File: src/rtl/steer_en_ctrl.sv
// steer_en_ctrl: rider detect and steering-enable sequencer for the balance controller
module steer_en_ctrl #(
  parameter logic [11:0] MIN_RIDER_WT = 12'h200,
  parameter logic [11:0] WT_HYST = 12'h040,
  parameter int TMR_BITS = 26,
  parameter bit FAST_SIM = 1'b0
) (
  input  logic        clk,
  input  logic        rst,
  input  logic        vld,
  input  logic [11:0] lft_ld,
  input  logic [11:0] rght_ld,
  output logic [11:0] ld_cell_diff,
  output logic        rider_off,
  output logic        en_steer
);
  typedef enum logic [1:0] {OFF, WAIT, STEER} state_t;
  localparam logic [12:0] ON_WT = {1'b0, MIN_RIDER_WT};
  localparam logic [12:0] OFF_WT = {1'b0, MIN_RIDER_WT - WT_HYST};
  state_t state, nxt;
  logic [12:0] sum, abs_diff;
  logic signed [12:0] diff, diff_in;
  logic [11:0] sat_in;
  logic [TMR_BITS-1:0] tmr, tmr_nxt;
  logic sum_gt_min, sum_lt_min, diff_gt_1_4, diff_gt_15_16, tmr_full;
  assign diff_in = $signed({1'b0, lft_ld}) - $signed({1'b0, rght_ld});
  assign sat_in = diff_in > 13'sd2047 ? 12'h7FF : diff_in < -13'sd2048 ? 12'h800 : diff_in[11:0];
  assign abs_diff = diff[12] ? 13'(-diff) : 13'(diff);
  assign sum_gt_min = sum > ON_WT;
  assign sum_lt_min = sum < OFF_WT;
  assign diff_gt_1_4 = abs_diff > (sum >> 2);
  assign diff_gt_15_16 = abs_diff > sum - (sum >> 4);
  assign tmr_full = FAST_SIM ? &tmr[14:0] : &tmr;
  // load-cell sample registers, updated only on a valid strobe
  always_ff @(posedge clk) begin
    if (rst) begin
      sum <= '0;
      diff <= '0;
      ld_cell_diff <= '0;
    end else if (vld) begin
      sum <= {1'b0, lft_ld} + {1'b0, rght_ld};
      diff <= diff_in;
      ld_cell_diff <= sat_in;
    end
  end
  // state and settle-timer registers
  always_ff @(posedge clk) begin
    if (rst) begin
      state <= OFF;
      tmr <= '0;
    end else begin
      state <= nxt;
      tmr <= tmr_nxt;
    end
  end
  // next state: rider loss beats imbalance, imbalance beats the timer
  always_comb begin
    nxt = state;
    tmr_nxt = tmr;
    case (state)
      OFF: if (sum_gt_min) begin
        nxt = WAIT;
        tmr_nxt = '0;
      end
      WAIT: if (sum_lt_min) nxt = OFF;
        else if (diff_gt_1_4) tmr_nxt = '0;
        else if (tmr_full) nxt = STEER;
        else tmr_nxt = tmr + 1'b1;
      STEER: if (sum_lt_min) nxt = OFF;
        else if (diff_gt_15_16) begin
          nxt = WAIT;
          tmr_nxt = '0;
        end
      default: nxt = OFF;
    endcase
  end
  // outputs decoded from the state register alone so they never glitch
  always_comb begin
    rider_off = state == OFF;
    en_steer = state == STEER;
  end
endmodule

File: config.mk
export PLATFORM = sky130hd
export DESIGN_NAME = steer_en_ctrl
export DESIGN_NICKNAME = d
export VERILOG_FILES = /design/src/rtl/steer_en_ctrl.sv
export SDC_FILE = /design/constraint.sdc
export NUM_CORES = 1
export LEC_CHECK = 0
export BUFFER_PORTS_ARGS = -buffer_cell sky130_fd_sc_hd__buf_2
export CAP_MARGIN = 30
export CORE_MARGIN = 5
export CORE_UTILIZATION = 45
export DETAILED_ROUTE_END_ITERATION = 16
export SETUP_SLACK_MARGIN = 0.2
export SLEW_MARGIN = 5
export SYNTH_ARGS = -nofsm -noshare
export SYNTH_HDL_FRONTEND = slang
export SYNTH_SLANG_ARGS = --single-unit
File: constraint.sdc
create_clock -name clk -period 3.8 [get_ports clk]
set_input_delay 0.19 -clock clk [delete_from_list [all_inputs] [get_ports clk]]
set_output_delay 0.19 -clock clk [all_outputs]
set_load 0.02 [all_outputs]
# Word-level counts from Yosys, hierarchy flattened
# Cells that the tools add are included.
# W data, S select, Z words.
[op_classes]
n_addsub = 5
n_mul = 0
n_div = 0
order_cmp = 6
eq_ne = 10
shifts = 0
mux = 17
bitwise_logic = 0
n_reduce_logical = 5
[ops]
columns = ["cell", "n"]
rows = [
  ["$mux W26", 6],
  ["$pmux W26 S3", 1],
  ["$add A26 B1 Y26 const B", 1],
  ["$reduce_and A26 Y1", 1],
  ["$mux W12", 2],
  ["$add A12 B12 Y13", 1],
  ["$gt A13 B10 Y1 const B", 1],
  ["$gt A13 B11 Y1", 1],
  ["$gt A13 B12 Y1 const B", 1],
  ["$gt A13 B13 Y1", 1],
  ["$lt A13 B12 Y1 const B", 1],
  ["$lt A13 B9 Y1 const B", 1],
  ["$mux W13", 1],
  ["$neg A13 Y13", 1],
  ["$sub A12 B12 Y13", 1],
  ["$sub A13 B9 Y13", 1],
  ["$mux W2", 6],
  ["$ne A3 B3 Y1 const B", 3],
  ["$pmux W2 S3", 1],
  ["$reduce_and A6 Y1", 1],
  ["$ne A2 B1 Y1 const B", 2],
  ["$ne A2 B2 Y1 const B", 2],
  ["$reduce_and A4 Y1", 1],
  ["$ne A3 B1 Y1 const B", 1],
  ["other kinds (4)", 4],
]
[totals]
reg_bits = 66
latchBits = 0
ramBits = 0
mem_bits_ro = 0
in_bits = 27
out_inout_bits = 14
mem_count = 0

# Longest topological paths before layout
# Gate-level depths: netlist (run 1).
[depth]
depth_word = 6
depth_mapped = 19
mapped_depth_nobuf = 18

# Worst setup path after synthesis (run 1)
# Ideal clock, no wire load.
[synth_path]
kind = "register to register"
startpoint = "register sum[0]"
endpoint = "register tmr[12]"
setup_ps = 72
t_arrival_ps = 3521
setup_slack_ps = 208
stages_incl_launch_ff = 20
n_path_buf = 1
period_less_slack_ps = 3592
path_cell_list = "dfxtp_1 > inv_1 > ha_1 > fa_1 > nor2b_1 > o21ai_0 > a21boi_0 > o211ai_1 > a21boi_0 > nor2_1 > a311oi_1 > ha_1 > nor3_1 > nor3_1 > a21oi_1 > a21oi_1 > nand3_1 > clkbuf_1 > a32oi_1 > mux2i_1"
[synth_between]
elab_chain_cells = 4
[synth_lines]
columns = ["item", "line", "source"]
rows = [
  ["start, declared", "21", "logic [12:0] sum, abs_diff;"],
  ["start signal, assigned", "41", "sum <= {1'b0, lft_ld} + {1'b0, rght_ld};"],
  ["$sub A13 B9 Y13", "32", "assign diff_gt_15_16 = abs_diff > sum - (sum >> 4);"],
  ["$gt A13 B13 Y1", "32", ""],
  ["$ne A2 B1 Y1 (no source line)", "-", ""],
  ["$reduce_and A6 Y1 (no source line) (*)", "-", ""],
  ["end signal, assigned", "53", "tmr <= tmr_nxt;"],
  ["end, declared", "24", "logic [TMR_BITS-1:0] tmr, tmr_nxt;"],
]
# Every way passes the cells marked *; elsewhere a longest branch is shown, timed or not.
# A chain may end at the register's enable or synchronous reset.

# Worst setup path after layout (run 1)
[layout_path]
startpoint = "register sum[0]"
endpoint = "register tmr[13]"
# Same word-level chain as after synthesis.

==> flow_metrics.env, run 1 <==
export IMPL_status="finished, final reports clean"
export IMPL_initial_core_util_pct=45.6
export IMPL_path_class="reg2reg"
export IMPL_rsz0062_at_grt="true"
export IMPL_clock_latency_ns=0.34
export IMPL_ys_top_cells_by_area="dfxtp_1 (24%), ha_1 (14%), mux2i_1 (4.2%)"
export IMPL_die_h_um=120
export IMPL_numPlacedInstances=872
export IMPL_finalPower_mw=3.06
export IMPL_powerDensity_mw_per_mm2=451
export IMPL_first_iter_violations=367
export IMPL_p_int_mw=1.96
export IMPL_postSynthCellCount=681
export IMPL_period_share_pct=95.9
export IMPL_synth_ff_type="dfxtp_1"
export IMPL_antenna_cells=0
export IMPL_fin_nets=839
export IMPL_ys_seq_elements=65
export IMPL_ios=41
export IMPL_yosys_warnings=0
export IMPL_leakagePower_nw=2.82
export IMPL_h_tree_depth=3
export IMPL_synth_edff_count=0
export IMPL_dr_pass1_iters=5
export IMPL_vias=5317
export IMPL_wl_met1_um=7110
export IMPL_critPathArrivalTime_ns=3.87
export IMPL_hpwl_um=11300
export IMPL_slew_headroom_pct=40.3
export IMPL_ys_seq_area_share_pct=23.8
export IMPL_max_freq_mhz=274
export IMPL_areaGrowthSynthToFinish_pct=24.3
export IMPL_rows=40
export IMPL_post_route_min_period_ns=3.65
export IMPL_stdcell_area_mm2=0.00679
export IMPL_gr_usage_all_layers_pct=21.0
export IMPL_avgSynthCellArea_um2=8.02
export IMPL_route_met3_wl_um=581
export IMPL_wl_met2_um=7100
export IMPL_synthArstFlopShare_pct=0
export IMPL_cts_buffers=9
export IMPL_drc=0
export IMPL_grt_overflow=0
export IMPL_core_mm2=0.0120
export IMPL_switching_share_pct=35.9
export IMPL_viasPerCell=5.89
export IMPL_syn_nets=770
export IMPL_first_global_vias=5138
export IMPL_finalHoldViolations=0
export IMPL_power_share_clock_pct=29.4
export IMPL_cts_buffer_depth=2
export IMPL_synth_top_area_cell="dfxtp_1"
export IMPL_netlist_area_mm2=0.00546
export IMPL_vdd_drop_max_uv=261
export IMPL_routedWlPerCell_um=16.7
export IMPL_endpoint_kind="register"
export IMPL_routabilityCongestion=0.942
export IMPL_numPortBuffers=40
export IMPL_worst_pin_slew_ns=0.895
export IMPL_clock_sinks=65
export IMPL_finalSetupViolCount=0
export IMPL_synth_distinct_cells=70
export IMPL_net_switching_power_mw=1.10
export IMPL_cts_hold_buf=0
export IMPL_pwr_share_seq_pct=25.5
export IMPL_final_layout_size_suffix_gt1_share_pct=20.8
export IMPL_fin_ws_ns=0.154
export IMPL_die_area_mm2=0.0144
export IMPL_synth_top_area_share_pct=23.8
export IMPL_hold_class="in2reg"
export IMPL_cts_reportedPaths_clkPinSlew_ns=0.05
export IMPL_clockRootBuffer="clkbuf_16"
export IMPL_cts_tree="done"
export IMPL_cp_required_ns=4.02
export IMPL_final_max_slew_viol_count=0
export IMPL_pre_cts_slack_ns=-0.0273
export IMPL_pwr_share_comb_pct=45.1
export IMPL_antenna_found_initial=0
export IMPL_cp_max_fo=6
export IMPL_fin_cells=902
export IMPL_fp_dieW_um=120
export IMPL_grt_first_pass_wirelength_um=24800
export IMPL_totalWireLength_um=15100
export IMPL_grt_max_degree=34
export IMPL_dpl_cell_area_mm2=0.00601
export IMPL_start_kind="register"
export IMPL_fin_skew_ns=0.00732
export IMPL_top_layer_used="met4"
export IMPL_drt_antenna_violating_nets=0
export IMPL_maxCapViolations=0
cell usage after synthesis (10+ instances only):
| cell | instances |
|---|---|
| ha_1 | 59 |
| xnor2_1 | 26 |
| nand4_1 | 15 |
| and3_1 | 12 |
| or3_1 | 11 |
| nand3_1 | 39 |
| mux2i_1 | 23 |
| o21ai_0 | 25 |
| dfxtp_1 | 65 |
| nor3_1 | 21 |
| nor2_1 | 56 |
| a21oi_1 | 24 |
| nor2b_1 | 10 |
| a211oi_1 | 16 |
| inv_1 | 60 |
| nand2_1 | 36 |
| a32oi_1 | 20 |
| clkbuf_1 | 20 |
| nand2b_1 | 12 |
registers in the layout (all words and copies together) (netlist names):
name / cells
state: 2
ld_cell_diff: 12
diff: 12
tmr: 26
sum: 13
timing repair:
action	4_1_cts	5_1_grt
resized for setup	23	43
gates cloned	1	2
setup buffers	7	4
setup endpoints to repair	27	28
pin swaps	21	34
placed cells by master (no fill, tap or decap), drive strengths merged, types with 6 or more instances in the layout:
master   n
inv     60
xnor2   26
or3     11
a32oi   20
o31ai    7
o21a     6
nor2b   10
nand2b  12
nand2   36
nand4   15
a22oi    7
and3    12
ha      59
clkbuf  12
nor2    56
dfxtp   65
buf     86
nor3    22
a211oi  16
nor4     9
a31oi    7
mux2i   23
nand3   40
o21ai   34
a21oi   24
or2      6
stage by stage:
step / hold WS [ns] / setup TNS [ns] / util (%)
after CTS: 0.196 / 0 / 54.4
after global routing: 0.231 / -1.69 / 56.7
after detailed placement: 0.452 / -0.160 / 50.2
after global placement: 0.440 / 0 / 50.2
after floorplan: 0.388 / 0 / -
final: 0.211 / 0 / 56.7
critical path: stages, from the launching register on:
cell and delay, ns:
dfxtp_2 0.34, inv_2 0.05, ha_4 0.16, fa_2 0.37
nor2b_1 0.12, o21ai_1 0.08, a21boi_1 0.19, o211ai_1 0.13
a21boi_1 0.18, buf_4 0.15, nor2_2 0.03, xnor2_1 0.14
ha_1 0.29, nand4_1 0.13, nor2_2 0.15, o31ai_2 0.08
a21oi_2 0.21, nand3_4 0.13, buf_12 0.16, buf_12 0.13
a32oi_2 0.20, mux2i_1 0.10
per-layer routing:
| layer | global-route usage (%) | vias up |
|---|---|---|
| met1 | 28.1 | 2510 |
| li1 | - | 2657 |
| met4 | 7.30 | 0 |
| met3 | 3.06 | 22 |
| met5 | 0 | - |
| met2 | 34.6 | 128 |
path summary, 6_finish.rpt:
path | from | end | slack [ns] | cells after the start
worst max-delay path | sum[0] | tmr[13] | 0.15 | 21
worst max register to register | sum[0] | tmr[13] | 0.15 | 21
worst min register to register | ld_cell_diff[11] | ld_cell_diff[11] | 0.46 | 1
worst min-delay path | vld | sum[11] | 0.21 | 2
cells by family after synthesis:
| group | after synthesis | synth area share [%] |
|---|---|---|
| XOR/XNOR | 30 | 4.81 |
| AND/OR/NAND/NOR | 243 | 23.4 |
| adder cells (fa/ha/maj) | 62 | 14.6 |
| buffers and inverters | 90 | 6.60 |
| flip-flops | 65 | 23.8 |
| AO/OA/AOI/OAI | 168 | 22.5 |
| multiplexers | 23 | 4.22 |
power groups by stage:
stage | sequential, mW | combinational, mW | clock [mW]
floorplan | 0.806 | 0.792 | 0
detailed placement | 0.790 | 1.16 | 0
global placement | 0.786 | 1.13 | 0
finish | 0.780 | 1.38 | 0.900
global route | 0.788 | 1.52 | 0.952
CTS | 0.777 | 1.25 | 0.921
layout make-up:
| class | instances | area [um2] |
|---|---|---|
| fill | 1082 | 5170 |
| multi-input combinational | 526 | 4070 |
| sequential | 65 | 1310 |
| timing repair buffer | 87 | 682 |
| clock buffer | 11 | 243 |
| inverter | 61 | 229 |
| tap | 147 | 184 |
| clock inverter | 5 | 78.8 |
Note: power is estimated with default switching activity, not from simulation.
==> run 2, diff against run 1 <==
- CELL_PAD_IN_SITES_DETAIL_PLACEMENT: default -> 1
- CELL_PAD_IN_SITES_GLOBAL_PLACEMENT: default -> 2
- CORE_UTILIZATION: 45 -> 33
- GPL_ROUTABILITY_DRIVEN: default -> 0
- PLACE_DENSITY_LB_ADDON: default -> 0.1
- SLEW_MARGIN: 5 -> 0
==> run 2 against run 1 <==
Maximum frequency is 0.36% lower. Largest power group unchanged. Register-to-register slack about the same. Worst setup slack worse by 0.013 ns. First-iteration DRC count down 42%. Routed wire length rose by 20%. Largest cell class unchanged. Critical path depth is 2 lower. Sequential share of layout area down 0.40 points. Combinational power grew 4%. Global-route usage shrank 2.6 points. Die area up 33%.
==> flow_metrics.env, run 2 (synthesized netlist as in run 1, its figures left out) <==
export IMPL_finalHoldViolations=0
export IMPL_cts_buffer_depth=2
export IMPL_path_class="reg2reg"
export IMPL_pre_cts_slack_ns=-0.241
export IMPL_rsz0062_at_grt="true"
export IMPL_final_max_slew_viol_count=0
export IMPL_top_register="tmr"
export IMPL_top_regs="tmr x26, sum x13"
export IMPL_grt_first_pass_wirelength_um=29100
export IMPL_drc=0
export IMPL_cp_required_ns=4.02
export IMPL_routedWlPerCell_um=18.2
export IMPL_cts_reportedPaths_clkPinSlew_ns=0.06
export IMPL_first_iter_violations=214
export IMPL_h_tree_depth=3
export IMPL_net_switching_power_mw=1.17
export IMPL_p_int_mw=2.02
export IMPL_period_share_pct=96.3
export IMPL_core_mm2=0.0164
export IMPL_vdd_drop_max_uv=218
export IMPL_rr_worst_depth=19
export IMPL_die_area_mm2=0.0192
export IMPL_die_h_um=139
export IMPL_stdcell_area_mm2=0.00695
export IMPL_grt_overflow=0
export IMPL_pwr_share_comb_pct=45.2
export IMPL_gr_usage_all_layers_pct=18.4
export IMPL_slew_headroom_pct=33.0
export IMPL_status="finished, final reports clean"
export IMPL_fp_dieW_um=139
export IMPL_first_global_vias=5576
export IMPL_final_layout_size_suffix_gt1_share_pct=22.6
export IMPL_worst_pin_slew_ns=1.00
export IMPL_leakagePower_nw=2.85
export IMPL_switching_share_pct=36.6
export IMPL_hpwl_um=13800
export IMPL_areaGrowthSynthToFinish_pct=27.2
export IMPL_fin_ws_ns=0.141
export IMPL_grt_max_degree=45
export IMPL_final_common_cell="dfxtp_1"
export IMPL_start_kind="register"
export IMPL_endpoint_kind="register"
export IMPL_rows=47
export IMPL_dr_pass1_iters=4
export IMPL_dpl_cell_area_mm2=0.00614
export IMPL_numPortBuffers=40
export IMPL_cts_tree="done"
export IMPL_max_freq_mhz=273
export IMPL_drt_antenna_violating_nets=0
export IMPL_cts_buffers=9
export IMPL_hold_depth=3
export IMPL_cp_max_fo=7
export IMPL_post_route_min_period_ns=3.66
export IMPL_hold_class="in2reg"
export IMPL_antenna_cells=0
export IMPL_mostFrequentLayoutCells="dfxtp_1 (62), inv_1 (58), nor2_1 (55)"
export IMPL_clock_sinks=65
export IMPL_antenna_found_initial=0
export IMPL_vias=5445
export IMPL_critPathArrivalTime_ns=3.88
export IMPL_fin_cells=987
export IMPL_totalWireLength_um=18000
export IMPL_maxCapViolations=0
export IMPL_clock_latency_ns=0.34
export IMPL_clockRootBuffer="clkbuf_16"
export IMPL_finalSetupViolCount=0
export IMPL_largest_reg_flops=26
export IMPL_pwr_share_seq_pct=24.3
export IMPL_cts_hold_buf=0
export IMPL_fin_nets=851
export IMPL_power_share_clock_pct=30.5
export IMPL_fin_skew_ns=0.00839
export IMPL_powerDensity_mw_per_mm2=459
export IMPL_viasPerCell=5.52
export IMPL_ios=41
export IMPL_initial_core_util_pct=33.3
export IMPL_numPlacedInstances=953
## run 2: changes by cell type in the layout (fill, tap and decap cells not counted), sizes merged
cell | previous run | this run
buf | 86 | 98
bufinv | 2 | 3
clkinv | 4 | 3
## run 2: worst max-delay path, cell delays in order, from the launching register on
cell      delay [ns]
dfxtp_2         0.33
inv_2           0.05
ha_4            0.16
fa_2            0.34
nor2b_1         0.12
o21ai_1         0.10
a21boi_2        0.17
o211ai_1        0.14
and3_1          0.20
nor3_2          0.14
xnor2_1         0.12
ha_1            0.34
o21ai_0         0.11
nor3_1          0.21
a21oi_1         0.11
a21oi_2         0.24
nand3_4         0.16
buf_6           0.19
a32oi_1         0.20
mux2i_1         0.10
## run 2: what timing repair did
action,4_1_cts,5_1_grt
pin swaps,35,21
endpoints found under the setup margin,28,28
resized for setup,44,27
cloned,1,1
setup buffers,12,4
## run 2: layout make-up
type                    count  area (um2)
clock buffers              11         233
clock inverters             5         104
fillers                  1963        9460
inverters                  61         229
multi-input cells         526        4090
flip-flops and latches     65        1310
well taps                 220         275
repair buffers             99         712
## run 2: power by group through the flow
stage	Combinational [mW]	Sequential [mW]	Clock [mW]
after floorplan	0.792	0.806	0
after global placement	1.17	0.785	0
after detailed placement	1.21	0.787	0
after CTS	1.34	0.775	0.990
after global routing	1.58	0.784	1.02
final	1.44	0.776	0.972
## run 2: metrics by stage
step                      util [%]  TNS (ns)  total power [mW]  hold slack (ns)
after floorplan                  -         0              1.60            0.388
after global routing          42.3     -1.57              3.39            0.328
after global placement        37.4     -1.08              1.95            0.445
after CTS                     41.2         0              3.11            0.334
final                         42.3         0              3.19            0.342
after detailed placement      37.4     -4.71              2.00            0.453
## run 2: path summary, 6_finish.rpt
path	start	slack [ns]	endpoint
min reg2reg	tmr[22]	0.46	tmr[22]
min	rght_ld[0]	0.34	sum[0]
max	sum[0]	0.14	tmr[8]
max reg2reg	sum[0]	0.14	tmr[8]
## run 2: metal layers
layer	track usage, %	wire [um]
met1	25.5	8900
met2	29.6	8250
met3	3.00	545
met4	5.51	316
met5	0	0
